### src/rtl/score_keeper.sv
// Score keeper for a tower-stacking game: survival ticks, perfect-drop combos,
// packed-BCD score with saturation, and a high score latched when a game ends.
module score_keeper #(
   parameter int DIGITS    = 4,
   parameter int TICK_DIV  = 50000000,
   parameter int MAX_COMBO = 7
) (
   input  logic                work_clk,
   input  logic                rst_n,
   input  logic [1:0]          scene,
   input  logic                drop_ok,
   input  logic                drop_perfect,
   output logic [4*DIGITS-1:0] score,
   output logic [4*DIGITS-1:0] high_score,
   output logic [2:0]          combo,
   output logic                new_record,
   output logic                saturated,
   output logic [1:0]          state
);

   localparam int                  PW         = $clog2(TICK_DIV);
   localparam logic [PW-1:0]       PRESC_LAST = PW'(TICK_DIV - 1);
   localparam logic [2:0]          COMBO_MAX  = 3'(MAX_COMBO);
   localparam logic [4*DIGITS-1:0] ALL_NINES  = {DIGITS{4'h9}};

   typedef enum logic [1:0] {
      MENU  = 2'd0,
      PLAY  = 2'd1,
      OVER  = 2'd2,
      PAUSE = 2'd3
   } state_t;

   state_t              state_q;
   state_t              state_d;
   logic [PW-1:0]       presc_q;
   logic [PW-1:0]       presc_d;
   logic [4*DIGITS-1:0] score_d;
   logic [4*DIGITS-1:0] high_d;
   logic [4*DIGITS-1:0] sum_bcd;
   logic [2:0]          combo_d;
   logic                nr_d;
   logic                sat_d;
   logic                in_play;
   logic                new_game;
   logic                game_end;
   logic                tick;
   logic                drop;
   logic [3:0]          drop_pts;
   logic [3:0]          inc;
   logic [3:0]          carry;
   logic [4:0]          dsum;

   assign state = state_q;

   always_ff @(posedge work_clk) begin
      if (!rst_n) begin
         state_q <= MENU;
      end else begin
         state_q <= state_d;
      end
   end

   // The state simply follows scene; entry actions decode (old state, scene).
   always_comb begin
      state_d  = state_t'(scene);
      in_play  = (state_q == PLAY);
      new_game = (state_d == PLAY) && ((state_q == MENU) || (state_q == OVER));
      game_end = (state_d == OVER) && ((state_q == PLAY) || (state_q == PAUSE));
   end

   always_comb begin
      tick     = in_play && (presc_q == PRESC_LAST);
      drop     = in_play && drop_ok;
      drop_pts = 4'd0;
      combo_d  = combo;
      presc_d  = presc_q;
      if (in_play) begin
         presc_d = tick ? '0 : presc_q + PW'(1);
      end
      if (drop) begin
         if (drop_perfect) begin
            drop_pts = {1'b0, combo} + 4'd1;
            combo_d  = (combo >= COMBO_MAX) ? COMBO_MAX : combo + 3'd1;
         end else begin
            drop_pts = 4'd1;
            combo_d  = 3'd0;
         end
      end
      inc = {3'b000, tick} + drop_pts;

      // Increment never exceeds 9, so one pass of single-digit BCD adds suffices.
      sum_bcd = '0;
      dsum    = '0;
      carry   = inc;
      for (int i = 0; i < DIGITS; i++) begin
         dsum = {1'b0, score[4*i +: 4]} + {1'b0, carry};
         if (dsum > 5'd9) begin
            sum_bcd[4*i +: 4] = 4'(dsum - 5'd10);
            carry             = 4'd1;
         end else begin
            sum_bcd[4*i +: 4] = dsum[3:0];
            carry             = 4'd0;
         end
      end

      score_d = score;
      sat_d   = saturated;
      nr_d    = new_record;
      high_d  = high_score;
      if ((inc != 4'd0) && !saturated) begin
         if (carry != 4'd0) begin
            score_d = ALL_NINES;
            sat_d   = 1'b1;
         end else begin
            score_d = sum_bcd;
            sat_d   = (sum_bcd == ALL_NINES);
         end
      end

      if (new_game) begin
         score_d = '0;
         combo_d = 3'd0;
         presc_d = '0;
         sat_d   = 1'b0;
         nr_d    = 1'b0;
      end

      // Valid packed BCD orders the same as plain binary, so a binary compare works.
      if (game_end && (score_d > high_score)) begin
         high_d = score_d;
         nr_d   = 1'b1;
      end
   end

   always_ff @(posedge work_clk) begin
      if (!rst_n) begin
         presc_q    <= '0;
         score      <= '0;
         high_score <= '0;
         combo      <= 3'd0;
         new_record <= 1'b0;
         saturated  <= 1'b0;
      end else begin
         presc_q    <= presc_d;
         score      <= score_d;
         high_score <= high_d;
         combo      <= combo_d;
         new_record <= nr_d;
         saturated  <= sat_d;
      end
   end

endmodule

### config.mk
export PLATFORM = sky130hd
export DESIGN_NAME = score_keeper
export DESIGN_NICKNAME = d
export VERILOG_FILES = /design/src/rtl/score_keeper.sv
export SDC_FILE = /design/constraint.sdc
export NUM_CORES = 1
export LEC_CHECK = 0
export ABC_AREA = 1
export BUFFER_PORTS_ARGS = -buffer_cell sky130_fd_sc_hd__buf_2
export CAP_MARGIN = 20
export CORE_MARGIN = 2
export CORE_UTILIZATION = 25
export DETAILED_ROUTE_END_ITERATION = 10
export PLACE_DENSITY_LB_ADDON = 0.12
export SETUP_SLACK_MARGIN = 0.15
export SLEW_MARGIN = 15
export SYNTH_ARGS = -nofsm -noshare
export SYNTH_HDL_FRONTEND = slang
export SYNTH_SLANG_ARGS = --single-unit
### constraint.sdc
create_clock -name work_clk -period 8.9 [get_ports work_clk]
set_input_delay 1.78 -clock work_clk [delete_from_list [all_inputs] [get_ports work_clk]]
set_output_delay 1.78 -clock work_clk [all_outputs]
set_load 0.01 [all_outputs]
==> flow_summary.yaml <==
synthesis:
  synth_area_leader_cell: "dfxtp_1"
  syn_nets: 666
  synth_edf_count: 0
  ys_top_cells_by_count: "nand2_1, inv_1, dfxtp_1, nor2_1, a21oi_1"
  yosysMostFrequentCell: "nand2_1"
  netlist_instances: 621
  synthArstFlopShare_pct: 0
  synth_top_area_share_pct: 30.71
  synth_area_mm2: 0.004237
  synth_seq_cells: 65
  synth-main-ff-cell: "dfxtp_1"
  synth_cell_type_count: 40
  postSynthAreaPerCell_um2: 6.822
  synth_seq_area_share_pct: 30.71
  ys_warn_count: 0
  ys_top_cells_by_area: "dfxtp_1, ha_1, nand2_1"
cells_and_area:
  drive_above_1_share_pct: 22.09
  syn2layout_area_growth_pct: 28.09
  design_area_mm2: 0.005426
  stdcell_count: 917
  fillers: 1819
  diodes: 0
  final_net_count: 737
  fin_util_pct: 32.72
sta:
  fmaxAchievable_mhz: 121.9
  tightest_slew_ns: 0.8504
  slew_headroom_pct: 43.10
  fin_tns_setup_ns: 0
  holdWs_ns: 0.4842
  slew_viol_final: 0
  finalSetupViolCount: 0
  post-route-period-util_pct: 92.19
  finalCriticalPeriod_ns: 8.205
  hold_viol_final: 0
  rsz0062_at_grt: "true"
  clock-skew-final_ns: 0.007627
grt:
  grt_usage_pct: 13.58
  antenna_found_initial: 0
  grtUsageMet2_pct: 20.10
  use_met3_pct: 3.099
  grt_pass1_wl_mm: 19.44
  overflow: 0
  grt_pass1_vias: 3841
  top_usage_layer: "met2"
  grt_util_met1_pct: 19.43
  grt_max_degree: 21
critical_path:
  critPathLaunchType: "input port"
  critPathRequiredTime_ns: 9.16
  worstPathArrival_ns: 8.46
  path_class: "input port to flip-flop"
  slowest_stage: "fa_1"
  critical_path_peak_fanout: 8
  endpoint_kind: "flip-flop"
  slowest_delay_ns: 0.57
  crit_top_cell: "nand2_1"
die:
  initial_core_util_pct: 25.55
  rows: 47
  io_pins: 45
  core_mm2: 0.01658
  fp.dieW_um: 134.2
  die_h_um: 134.2
  dieArea_mm2: 0.01800
run_status:
  outcome: "finished clean"
cts:
  cts.path.max_buffers: 2
  htree_num_levels: 3
  cts.sinks: 65
  clock_latency_ns: 0.33
  numCtsBuffers: 9
  clkSlewWorstSetupHoldPaths_ns: 0.05
  cts_tree: "yes"
  cts_root_buffer: "clkbuf_16"
power_and_ir_drop:
  cellLeakagePower_nw: 2.500
  p_per_area_mw_per_mm2: 137.9
  ir_drop_uv: 80.97
drt:
  drtPass1Iterations: 4
  avgRoutedWirePerCell_um: 13.32
  finalWirelength_mm: 12.22
  antenna_left: 0
  drc_errors: 0
  drtIter0Drc: 179
  vias_per_cell: 4.593
  vias: 4212
flow_run:
  max_cap_violations: 0
placed_design:
  gp_congestion: 0.7631
  dpl_cell_area_mm2: 0.004855
  dp_hpwl_mm: 9.492
  io_buffers: 44
  place_inst: 897
worst_hold_path:
  hold_class: "flip-flop to flip-flop"
[cell type report]
cell class / instances / area (um^2) / area share (%)
Multi-Input combinational cell: 448 / 2714 / 50.01
Sequential cell: 65 / 1301 / 23.98
Timing Repair Buffer: 71 / 478.0 / 8.808
Inverter: 97 / 367.9 / 6.779
Tap cell: 220 / 275.3 / 5.073
Clock buffer: 13 / 250.2 / 4.611
Clock inverter: 3 / 40.04 / 0.7378
[routing by layer]
layer	wire, um	vias up
met5	0	-
met2	5215	67
met3	468	15
li1	-	2188
met4	182	0
met1	6350	1942
[report_power, final]
group	total [mW]	internal, mW	switching [mW]	leakage [nW]
clock	0.350	0.224	0.127	0.144
sequential	0.305	0.298	0.00753	0.525
combinational	0.0924	0.0357	0.0567	1.83
total	0.748	0.557	0.191	2.50
[cell families after synthesis]
logic type,count (synthesis),share of synthesized area [%]
AOI/OAI and AO/OA,104,13.08
xor gates and xnor gates,6,1.240
DFF,65,30.71
adders and majority gates,39,11.70
and+or+nand+nor,299,33.46
buffers and inverters,108,9.805
[repair_timing]
item	4_1_cts	5_1_grt
hold endpoints to repair	0	0
gates resized for setup	3	67
pin swaps	0	14
hold buffers	0	0
buffers inserted	0	2
setup endpoints to repair	16	18
gates cloned	0	2
[cell usage in the layout, fill, tap and decap left out, types with 4 or more instances in the layout]
master / n
nor2_4: 6
nor4_1: 7
nor3_1: 18
a21oi_1: 49
nor2_2: 6
o21ai_2: 4
clkbuf_16: 11
o21ai_0: 17
nand3_1: 40
nand2_2: 16
o21ai_1: 19
nor2_1: 61
ha_4: 4
buf_2: 44
ha_1: 28
ha_2: 6
nand4_1: 16
dfxtp_1: 65
inv_1: 91
buf_4: 23
nand2_1: 108
a21oi_2: 6
[flip-flops by register name, indices dropped and copies added, names as in the netlist]
| register | flops |
|---|---|
| saturated | 1 |
| combo | 3 |
| presc_q | 26 |
| new_record | 1 |
| state | 2 |
| score | 16 |
| high_score | 16 |
[path summary, 6_finish.rpt]
check                                             endpoint                      from  depth (start not counted)  slack [ns]
worst max-delay path            high_score[4]$_SDFFE_PN0P_                   drop_ok                         51        0.69
worst min-delay path              presc_q[25]$_SDFFE_PP0N_  presc_q[25]$_SDFFE_PP0N_                          2        0.48
worst max register to register  high_score[4]$_SDFFE_PN0P_       state[1]$_SDFF_PN0_                         54        0.91
worst min register to register    presc_q[25]$_SDFFE_PP0N_  presc_q[25]$_SDFFE_PP0N_                          2        0.48
[worst max-delay path, delay by kind of cell]
| family | cells | cell delay, ns |
|---|---|---|
| adders and majority gates | 12 | 2.86 |
| xor gates and xnor gates | 1 | 0.17 |
| AOI/OAI and AO/OA | 7 | 0.80 |
| and+or+nand+nor | 22 | 2.09 |
| buffers and inverters | 9 | 0.77 |
[metrics by stage]
stage / total power, mW / worst slack [ns]
CTS: 0.7465 / 0.1711
global placement: 0.3912 / -0.02951
finish: 0.7482 / 0.6947
floorplan: 0.3621 / 0.2841
global route: 0.7818 / 0.06567
detailed placement: 0.3918 / -0.2100
Power figures use the tool's default switching activity.
